===== config.mk =====
export PLATFORM = sky130hd
export DESIGN_NAME = uart_bus_bridge
export DESIGN_NICKNAME = d
export VERILOG_FILES = /design/src/rtl/uart_bus_bridge.sv
export SDC_FILE = /design/constraint.sdc
export NUM_CORES = 1
export LEC_CHECK = 0
export ABC_CLOCK_PERIOD_IN_PS = 4600
export CORE_MARGIN = 10
export CORE_UTILIZATION = 45
export DETAILED_ROUTE_END_ITERATION = 10
export MAX_ROUTING_LAYER = met4
export PLACE_DENSITY_LB_ADDON = 0.25
export SETUP_SLACK_MARGIN = 0.05
export SLEW_MARGIN = 20
export SYNTH_ARGS = -nofsm -noshare
export SYNTH_HDL_FRONTEND = slang
export SYNTH_SLANG_ARGS = --single-unit

===== constraint.sdc =====
create_clock -name CLK -period 4.6 [get_ports CLK]
set_input_delay 1.38 -clock CLK [delete_from_list [all_inputs] [get_ports CLK]]
set_output_delay 1.38 -clock CLK [all_outputs]
set_load 0.005 [all_outputs]

===== src/rtl/uart_bus_bridge.sv =====
// UART command decoder acting as a single-word bus initiator (debug / boot loader master).
// Define UART_BRIDGE_TIMEOUT_EN to abort partial frames after TIMEOUT_CYC idle cycles.
module uart_bus_bridge #(
  parameter int unsigned CLK_DIV     = 434,
  parameter int unsigned TIMEOUT_CYC = 1000000
) (
  input  logic        CLK,
  input  logic        Reset_n,
  input  logic        rx,
  output logic        tx,
  output logic        rd,
  output logic        wr,
  output logic [31:0] addr,
  output logic [31:0] wdata,
  input  logic [31:0] rdata,
  output logic        busy
);

  localparam logic [15:0] DivLast  = 16'(CLK_DIV - 1);
  localparam logic [15:0] HalfLast = 16'(CLK_DIV / 2 - 1);
  localparam logic [7:0]  OpWrite  = 8'h57;
  localparam logic [7:0]  OpRead   = 8'h52;
  localparam logic [7:0]  AckByte  = 8'h4B;

  if (CLK_DIV < 8 || CLK_DIV > 65535 || TIMEOUT_CYC > 1048575) begin : g_bad_cfg
    $error("uart_bus_bridge: parameter out of range");
  end

  typedef enum logic [1:0] {RxIdle, RxStart, RxData, RxStop} rx_state_e;
  typedef enum logic [2:0] {SIdle, SAddr, SData, SBus, SResp} cmd_state_e;

  rx_state_e   rx_state_q, rx_state_d;
  logic        rx_meta_q, rx_sync_q, rx_prev_q;
  logic [15:0] rx_cnt_q, rx_cnt_d;
  logic [2:0]  rx_bit_q, rx_bit_d;
  logic [7:0]  rx_shift_q, rx_shift_d;
  logic        rx_valid_q, rx_valid_d, rx_ferr_q, rx_ferr_d;

  cmd_state_e  state_q, state_d;
  logic        op_wr_q, op_wr_d, strobe_q, strobe_d;
  logic        rd_q, rd_d, wr_q, wr_d;
  logic [1:0]  fcnt_q, fcnt_d, resp_left_q, resp_left_d;
  logic [31:0] addr_q, addr_d, wdata_q, wdata_d, resp_q, resp_d;

  logic        tx_q, tx_active_q, tx_load, tx_done;
  logic [15:0] tx_cnt_q;
  logic [3:0]  tx_bit_q;
  logic [9:0]  tx_shift_q;
  logic [7:0]  tx_byte;
  logic        timeout;

  always_ff @(posedge CLK or negedge Reset_n) begin
    if (!Reset_n) begin
      rx_meta_q  <= 1'b1;
      rx_sync_q  <= 1'b1;
      rx_prev_q  <= 1'b1;
      rx_state_q <= RxIdle;
      rx_cnt_q   <= '0;
      rx_bit_q   <= '0;
      rx_shift_q <= '0;
      rx_valid_q <= 1'b0;
      rx_ferr_q  <= 1'b0;
    end else begin
      rx_meta_q  <= rx;
      rx_sync_q  <= rx_meta_q;
      rx_prev_q  <= rx_sync_q;
      rx_state_q <= rx_state_d;
      rx_cnt_q   <= rx_cnt_d;
      rx_bit_q   <= rx_bit_d;
      rx_shift_q <= rx_shift_d;
      rx_valid_q <= rx_valid_d;
      rx_ferr_q  <= rx_ferr_d;
    end
  end

  always_comb begin
    rx_state_d = rx_state_q;
    rx_cnt_d   = rx_cnt_q + 16'd1;
    rx_bit_d   = rx_bit_q;
    rx_shift_d = rx_shift_q;
    rx_valid_d = 1'b0;
    rx_ferr_d  = 1'b0;
    case (rx_state_q)
      RxIdle: begin
        rx_cnt_d = '0;
        if (rx_prev_q && !rx_sync_q) rx_state_d = RxStart;
      end
      RxStart: begin
        if (rx_cnt_q == HalfLast) begin
          rx_cnt_d   = '0;
          rx_bit_d   = '0;
          // A line already back high at mid-start is a glitch, not a frame.
          rx_state_d = rx_sync_q ? RxIdle : RxData;
        end
      end
      RxData: begin
        if (rx_cnt_q == DivLast) begin
          rx_cnt_d   = '0;
          rx_shift_d = {rx_sync_q, rx_shift_q[7:1]};
          if (rx_bit_q == 3'd7) begin
            rx_bit_d   = '0;
            rx_state_d = RxStop;
          end else begin
            rx_bit_d = rx_bit_q + 3'd1;
          end
        end
      end
      RxStop: begin
        if (rx_cnt_q == DivLast) begin
          rx_cnt_d   = '0;
          rx_state_d = RxIdle;
          rx_valid_d = rx_sync_q;
          rx_ferr_d  = !rx_sync_q;
        end
      end
      default: rx_state_d = RxIdle;
    endcase
  end

`ifdef UART_BRIDGE_TIMEOUT_EN
  localparam logic [19:0] ToLast = 20'(TIMEOUT_CYC);
  logic [19:0] to_cnt_q;

  always_ff @(posedge CLK or negedge Reset_n) begin
    if (!Reset_n) begin
      to_cnt_q <= '0;
    end else if ((state_q != SAddr && state_q != SData) || rx_valid_q) begin
      to_cnt_q <= '0;
    end else if (to_cnt_q != ToLast) begin
      to_cnt_q <= to_cnt_q + 20'd1;
    end
  end

  assign timeout = (to_cnt_q == ToLast);
`else
  assign timeout = 1'b0;
`endif

  always_ff @(posedge CLK or negedge Reset_n) begin
    if (!Reset_n) begin
      state_q     <= SIdle;
      op_wr_q     <= 1'b0;
      strobe_q    <= 1'b0;
      rd_q        <= 1'b0;
      wr_q        <= 1'b0;
      fcnt_q      <= '0;
      resp_left_q <= '0;
      addr_q      <= '0;
      wdata_q     <= '0;
      resp_q      <= '0;
    end else begin
      state_q     <= state_d;
      op_wr_q     <= op_wr_d;
      strobe_q    <= strobe_d;
      rd_q        <= rd_d;
      wr_q        <= wr_d;
      fcnt_q      <= fcnt_d;
      resp_left_q <= resp_left_d;
      addr_q      <= addr_d;
      wdata_q     <= wdata_d;
      resp_q      <= resp_d;
    end
  end

  always_comb begin
    state_d     = state_q;
    op_wr_d     = op_wr_q;
    strobe_d    = strobe_q;
    rd_d        = 1'b0;
    wr_d        = 1'b0;
    fcnt_d      = fcnt_q;
    resp_left_d = resp_left_q;
    addr_d      = addr_q;
    wdata_d     = wdata_q;
    resp_d      = resp_q;
    tx_load     = 1'b0;
    tx_byte     = resp_q[31:24];
    case (state_q)
      SIdle: begin
        if (rx_valid_q && (rx_shift_q == OpWrite || rx_shift_q == OpRead)) begin
          op_wr_d = (rx_shift_q == OpWrite);
          fcnt_d  = '0;
          state_d = SAddr;
        end
      end
      SAddr: begin
        if (rx_ferr_q || timeout) begin
          state_d = SIdle;
        end else if (rx_valid_q) begin
          addr_d = {addr_q[23:0], rx_shift_q};
          fcnt_d = fcnt_q + 2'd1;
          if (fcnt_q == 2'd3) state_d = op_wr_q ? SData : SBus;
        end
      end
      SData: begin
        if (rx_ferr_q || timeout) begin
          state_d = SIdle;
        end else if (rx_valid_q) begin
          wdata_d = {wdata_q[23:0], rx_shift_q};
          fcnt_d  = fcnt_q + 2'd1;
          if (fcnt_q == 2'd3) state_d = SBus;
        end
      end
      SBus: begin
        // First cycle arms the strobe; second cycle is the strobe cycle itself.
        if (!strobe_q) begin
          rd_d     = !op_wr_q;
          wr_d     = op_wr_q;
          strobe_d = 1'b1;
        end else begin
          strobe_d = 1'b0;
          tx_load  = 1'b1;
          state_d  = SResp;
          if (op_wr_q) begin
            tx_byte     = AckByte;
            resp_left_d = '0;
          end else begin
            tx_byte     = rdata[31:24];
            resp_d      = {rdata[23:0], 8'h00};
            resp_left_d = 2'd3;
          end
        end
      end
      SResp: begin
        if (tx_done) begin
          if (resp_left_q != 2'd0) begin
            tx_load     = 1'b1;
            resp_d      = {resp_q[23:0], 8'h00};
            resp_left_d = resp_left_q - 2'd1;
          end else begin
            state_d = SIdle;
          end
        end
      end
      default: state_d = SIdle;
    endcase
  end

  // A load in the last stop-bit cycle chains the next byte with no idle gap.
  assign tx_done = tx_active_q && (tx_bit_q == 4'd9) && (tx_cnt_q == DivLast);

  always_ff @(posedge CLK or negedge Reset_n) begin
    if (!Reset_n) begin
      tx_q        <= 1'b1;
      tx_active_q <= 1'b0;
      tx_cnt_q    <= '0;
      tx_bit_q    <= '0;
      tx_shift_q  <= '1;
    end else if (tx_load) begin
      tx_q        <= 1'b0;
      tx_active_q <= 1'b1;
      tx_cnt_q    <= '0;
      tx_bit_q    <= '0;
      tx_shift_q  <= {1'b1, tx_byte, 1'b0};
    end else if (tx_active_q) begin
      if (tx_cnt_q == DivLast) begin
        tx_cnt_q <= '0;
        if (tx_bit_q == 4'd9) begin
          tx_active_q <= 1'b0;
          tx_q        <= 1'b1;
        end else begin
          tx_bit_q   <= tx_bit_q + 4'd1;
          tx_shift_q <= tx_shift_q >> 1;
          tx_q       <= tx_shift_q[1];
        end
      end else begin
        tx_cnt_q <= tx_cnt_q + 16'd1;
      end
    end
  end

  assign tx    = tx_q;
  assign rd    = rd_q;
  assign wr    = wr_q;
  assign addr  = addr_q;
  assign wdata = wdata_q;
  assign busy  = (state_q != SIdle);

endmodule


==> results of run 1 <==
## critical path: cells and delay by family (launching register included)
family | cells | cell delay [ns]
DFF | 1 | 0.56
buffers and inverters | 1 | 0.48
and+or+nand+nor | 1 | 0.44
## logic make-up after synthesis
family | share of synthesized area
DFF | 0.5562
and+or+nand+nor | 0.1621
AOI/OAI and AO/OA | 0.06046
buffers and inverters | 0.02601
xor gates and xnor gates | 0.03310
muxes | 0.1436
adders and majority gates | 0.01858
## flip-flops by register name, summed over array words and instances (netlist names), 3 cells and up, named ones only
signal	flops
addr	32
wdata	32
resp_q	24
rx_cnt_q	16
tx_cnt_q	16
tx_shift_q	9
rx_shift_q	8
tx_bit_q	4
rx_bit_q	3
state_q	3
## metal layers
metal  vias up  routed length (µm)
li1       2482                   -
met1      2569                7210
met2        86                8400
met3        13                 610
met4         0                 121
met5         -                   0
## synthesized netlist by cell type (all sizes together) (4+ instances only)
cell type | count | area (µm²)
nor4 | 9 | 71.32
or4 | 4 | 32.53
xor2 | 14 | 122.6
and4 | 4 | 36.29
nor2 | 55 | 214.0
o22ai | 10 | 62.56
dfrtp | 151 | 3779
or4b | 4 | 43.79
and3 | 8 | 52.55
buf | 13 | 87.57
o21ai | 39 | 195.2
dfstp | 13 | 341.6
mux2i | 23 | 230.2
nand3b | 5 | 37.54
mux2 | 74 | 833.3
ha | 11 | 137.6
nor3b | 4 | 30.03
nor3 | 16 | 80.08
clkbuf | 12 | 45.04
nand3 | 14 | 87.59
nand2 | 59 | 224.0
nand4 | 10 | 62.56
a21oi | 11 | 55.05
or3 | 5 | 32.53
inv | 16 | 60.06
xnor2 | 14 | 122.6
nand2b | 4 | 25.02
## area by class of cell
type	count	share of cell area
Clock buffer	17	0.04607
Tap cell	216	0.02927
Multi-Input combinational cell	434	0.3371
Clock inverter	15	0.01789
Inverter	16	0.006504
Sequential cell	164	0.4462
Timing Repair Buffer	108	0.1169
## stage by stage
| stage | hold slack, ns | instance area [µm²] | setup WS [ns] | instances | power, µW |
|---|---|---|---|---|---|
| 3_3_place_gp | 0.3466 | 8643 | 1.776 | 938 | 1690 |
| 3_5_place_dp | 0.3512 | 8643 | 1.755 | 938 | 1695 |
| 6_report | 0.3617 | 9234 | 1.323 | 970 | 3057 |
| 4_1_cts | 0.3616 | 9234 | 1.281 | 970 | 3092 |
| 5_1_grt | 0.3648 | 9234 | 1.218 | 970 | 3176 |
| 2_1_floorplan | 0.3452 | 7408 | 2.173 | 639 | 1609 |
## power by group
group | internal, µW | total [µW] | switching [µW]
registers | 1470 | 1520 | 41.4
clock network | 726 | 1390 | 664
logic | 71.2 | 151 | 79.7
total | 2270 | 3060 | 785
## worst paths after layout
check / endpoint / slack, ns / depth (start not counted)
setup reg to reg: resp_left_q[1] / 2.06 / 5
max in group asynchronous: addr[4] / 2.80 / 2
setup / recovery: busy / 1.32 / 2
hold reg to reg: rx_sync_q / 0.36 / 0
hold / removal: rx_sync_q / 0.36 / 0
min in group asynchronous: resp_q[28] / 0.90 / 1
==> summary.txt, run 1 <==
Outcome
  – Status: finished, final reports clean

Critical path
  – CP Cell Sequence: or3_1, clkdlybuf4s50_1
  – CP Class: flop to primary output
  – Crit path from: state_q[2]
  – Setup crit end kind: primary output
  – Crit-path slowest cell: dfrtp_1
  – CP max stage delay: 0.56 ns
  – Crit path DAT: 1.90 ns
  – Worst EP required: 3.22 ns
  – Startpoint types: flop
  – Worst-path fanout max: 18
  – R2r startpoint: tx_active_q

Floorplanning
  – Initial Util: 0.4630
  – Core region area: 0.01600 mm²
  – I/O pins: 103
  – Die width: 148.3 µm
  – Die area: 0.02200 mm²
  – Row count: 46
  – Die Ht: 148.3 µm

Logic synthesis
  – Syn avg cell area: 11.59 µm²
  – Synth warnings: 0
  – Post-synthesis cell count: 639
  – Synth cell types: 66
  – Primary FF master, synth: dfrtp_1
  – #FFs+latches synth: 164
  – EDFF count, synth: 0
  – Ys async rst share: 1.000
  – Syn Nets: 685
  – Sequential share of the synthesized area: 0.5562
  – Syn Std Cell Area: 0.007408 mm²

Layout
  – Fillcell total: 1365
  – Util after Layout: 0.5771
  – Most common cell after layout, fill and taps aside: dfrtp_1
  – Most frequent cells in the layout: dfrtp_1, clkdlybuf4s50_1, mux2_2
  – Multi-input combinational cell area: 0.003113 mm²
  – # diodes: 0
  – Layout net count: 787
  – Share of layout cells above drive strength 1: 0.1936
  – Syn-to-layout area delta: 24.64%
  – Register area: 0.004120 mm²

Global routing
  – Largest net degree at the start of global routing: 73
  – Met1 Use GR: 0.1857
  – GR Layer Usage met3: 0.04248
  – Total grt overflow: 0
  – Global route hottest layer: met2
  – Vias in the first global route: 5485
  – Met2 Use GR: 0.2592
  – Initial antenna violation count: 0
  – Gr usage total: 0.1571
  – First-pass GRT wire length: 27.65 mm

Timing
  – Rel. slew slack: 0.4856
  – # setup viols final: 0
  – RSZ-0062 raised after global routing: false
  – Crit path time final: 3.277 ns
  – Slew of the pin with the lowest slew margin: 0.7645 ns
  – Fmax: 305.2 MHz
  – Final period util: 0.7123
  – Final-report hold violation count: 0
  – Max Slew Vio Count: 0
  – Skew final: 0.01500 ns
  – Total negative slack: 0 ns

CTS
  – Worst-path clk slew: 0.07 ns
  – Total CTS buffers: 17
  – CTS Sinks: 164
  – CTS tree: done
  – H-tree Lvls: 4
  – Worst-Skew Late Latency: 0.43 ns
  – Post-CTS sizing: 0
  – # hold bufs at CTS: 0
  – Post-CTS Setup Inserts: 0
  – CTS root buf: clkbuf_16
  – Clock buffer depth: 2

Pwr
  – Leakage: 0.004152 µW
  – Power per cell area: 331.0 mW/mm²
  – VDD IR max: 280.2 µV

Routing
  – Routed vias: 5150
  – Detail-routed via count per cell: 5.309
  – Residual DRC: 0
  – WL/cell: 16.85 µm
  – Pre-Repair DR Iteration Count: 6
  – ANT nets after route: 0
  – WL final: 16.34 mm
  – Iter 0 DRT Violations: 318

Hold path
  – Hold Path Class: flop to flop
  – HP Start: rx_meta_q

Job
  – Max Cap Viol: 0

Placed design
  – Post-DP HPWL: 11.48 mm
  – Buffers added on ports: 102
  – Final Wtd Congestion: 0.8222
Power figures use the tool's default switching activity.
==> run 2: changes to the inputs <==
--- a/config.mk
+++ b/config.mk
@@ -5,7 +5,7 @@
 export SDC_FILE = /design/constraint.sdc
 export NUM_CORES = 1
 export LEC_CHECK = 0
-export ABC_CLOCK_PERIOD_IN_PS = 4600
+export ABC_CLOCK_PERIOD_IN_PS = 2600
 export CORE_MARGIN = 10
 export CORE_UTILIZATION = 45
 export DETAILED_ROUTE_END_ITERATION = 10
==> constraint.sdc (replaced) <==
create_clock -name CLK -period 2.6 [get_ports CLK]
set_input_delay 0.78 -clock CLK [delete_from_list [all_inputs] [get_ports CLK]]
set_output_delay 0.78 -clock CLK [all_outputs]
set_load 0.005 [all_outputs]
==> run 2 against run 1 <==
  * Die area is the same
  * Clock-buffer cell count is the same
  * Critical path type is now flop to flop
  * Critical path depth grew 5
  * Register-to-register slack lost 1.8 ns
  * Clock power grew 75%
  * Final area grew 0.99%
==> summary.txt, run 2 (synthesized netlist as in run 1, its figures left out) <==
Layout
  – Most common cell after layout, fill and taps aside: dfrtp_1
  – # diodes: 0 (unchanged)
  – Util after Layout: 0.5828 (+0.005708)
  – Layout net count: 795 (+1.0%)
  – Syn-to-layout area delta: 25.87%
  – Most frequent cells in the layout: dfrtp_1, clkdlybuf4s50_1, mux2_2
  – Register area: 0.004121 mm² (about the same)
  – Share of layout cells above drive strength 1: 0.2047 (+0.01109)
  – Multi-input combinational cell area: 0.003119 mm² (+0.20%)
  – Fillcell total: 1320 (-3.3%)

Timing
  – Max Slew Vio Count: 0 (unchanged)
  – Final-report hold violation count: 0 (unchanged)
  – Total negative slack: 0 ns (unchanged)
  – Crit path time final: 2.359 ns
  – RSZ-0062 raised after global routing: false
  – Final period util: 0.9073
  – Rel. slew slack: 0.4663 (-0.01937)
  – Skew final: 0.01092 ns (-0.004078 ns)
  – # setup viols final: 0 (unchanged)
  – Slew of the pin with the lowest slew margin: 0.7933 ns (+0.02879 ns)
  – Fmax: 423.9 MHz

Floorplanning
  – Die Ht: 148.3 µm (unchanged)
  – Row count: 46 (unchanged)
  – Initial Util: 0.4630 (unchanged)
  – I/O pins: 103 (unchanged)
  – Core region area: 0.01600 mm² (unchanged)
  – Die area: 0.02200 mm² (unchanged)
  – Die width: 148.3 µm (unchanged)

CTS
  – Clock buffer depth: 2 (unchanged)
  – # hold bufs at CTS: 0 (unchanged)
  – CTS tree: done
  – Worst-path clk slew: 0.07 ns (about the same)
  – CTS root buf: clkbuf_16
  – Total CTS buffers: 17 (unchanged)
  – CTS Sinks: 164 (unchanged)
  – H-tree Lvls: 4 (unchanged)
  – Worst-Skew Late Latency: 0.43 ns (about the same)

Outcome
  – Status: finished, final reports clean

Pwr
  – Power per cell area: 577.5 mW/mm² (+74%)
  – VDD IR max: 461.6 µV (+65%)
  – Leakage: 0.004207 µW (+1.3%)

Global routing
  – Vias in the first global route: 5421 (-1.2%)
  – Initial antenna violation count: 0 (unchanged)
  – First-pass GRT wire length: 27.11 mm (-1.9%)
  – Largest net degree at the start of global routing: 58 (-21%)
  – Gr usage total: 0.1549 (-0.002158)
  – Total grt overflow: 0 (unchanged)

Job
  – Max Cap Viol: 0 (unchanged)

Routing
  – ANT nets after route: 0 (unchanged)
  – Residual DRC: 0 (unchanged)
  – WL/cell: 16.52 µm (-1.9%)
  – WL final: 16.16 mm (-1.1%)
  – Detail-routed via count per cell: 5.291 (-0.34%)
  – Routed vias: 5175 (+0.49%)
  – Iter 0 DRT Violations: 217 (-32%)
  – Pre-Repair DR Iteration Count: 4 (-2)

Critical path
  – R2R setup slack: 0.24 ns (-1.82 ns)
  – Crit path from: tx_cnt_q[1]
  – Worst R2R End: tx_cnt_q[7]
  – Worst EP required: 2.91 ns (-0.31 ns)
  – Setup crit end kind: flop
  – Crit path DAT: 2.67 ns (+0.77 ns)
  – Startpoint types: flop
  – CP Class: flop to flop
  – Worst-case reg-to-reg path depth: 7 (+2)
  – Worst-path fanout max: 5 (-13)
  – R2r startpoint: tx_cnt_q[1]

Placed design
  – Post-DP HPWL: 11.62 mm (+1.2%)
  – Buffers added on ports: 102 (unchanged)
  – Final Wtd Congestion: 0.8577 (+4.3%)

Hold path
  – Hold Path Class: primary input to asynchronous set/reset pin
run 2: per-stage QoR:
step	hold WS (ns)	setup WS [ns]	power (µW)	cells	area [µm²]
2_1_floorplan	0.3452	0.5176	2847	639	7408
3_3_place_gp	0.3468	0.3246	2996	946	8728
3_5_place_dp	0.3479	0.2579	3007	946	8728
4_1_cts	0.2228	0.1722	5447	978	9319
5_1_grt	0.2409	0.1122	5618	978	9325
6_report	0.2260	0.2411	5385	978	9325
run 2: layer usage:
layer | vias up | wire length [µm] | part of all wire | track usage
met2 | 82 | 8453 | 0.52 | 0.2605
li1 | 2495 | - | - | -
met3 | 21 | 554 | 0.034 | 0.04005
met1 | 2577 | 6925 | 0.43 | 0.1781
met5 | - | 0 | 0 | -
met4 | 0 | 225 | 0.014 | 0.04856
run 2: critical path: stages, from the launching register on:
cell and delay, ns:
dfrtp_1 0.42, inv_1 0.07, ha_1 0.16, or4b_1 0.50, nor4_1 0.61, nor4b_1 0.14
a311oi_1 0.28, nor2_1 0.07
run 2: how the worst max path moves through the flow:
stage	to	slack [ns]	cells after the start
final	tx_cnt_q[7]	0.24	7
after global routing	resp_q[29]	0.11	7
after CTS	resp_q[29]	0.17	7
after detailed placement	resp_q[29]	0.26	8
after global placement	tx_cnt_q[7]	0.32	7
after floorplan	resp_q[25]	0.52	9
run 2: layout make-up:
type | count | share of cell area
Timing Repair Buffer | 116 | 0.1248
Sequential cell | 164 | 0.4420
Tap cell | 216 | 0.02898
Multi-Input combinational cell | 434 | 0.3345
Clock inverter | 15 | 0.01771
Inverter | 16 | 0.006440
Clock buffer | 17 | 0.04562
run 2: power breakdown:
part	total, µW	switching (µW)	internal, µW	leakage [µW]
combinational	273	143	130	0.00183
sequential	2680	73.0	2610	0.00210
clock	2430	1150	1280	0.000277
run 2: timing repair:
action                                  4_1_cts  5_1_grt
setup buffers                                 0        0
hold endpoints to repair                      0        0
endpoints found under the setup margin        1        1
resized for setup                             2        1
==> run 3: changes to the inputs <==
--- a/config.mk
+++ b/config.mk
@@ -8,6 +8,7 @@
 export ABC_CLOCK_PERIOD_IN_PS = 2600
 export CORE_MARGIN = 10
 export CORE_UTILIZATION = 45
+export CTS_CLUSTER_SIZE = 24
 export DETAILED_ROUTE_END_ITERATION = 10
 export MAX_ROUTING_LAYER = met4
 export PLACE_DENSITY_LB_ADDON = 0.25
==> results of run 3 <==
The final DEF is identical to that of run 2; final timing and power are the same.
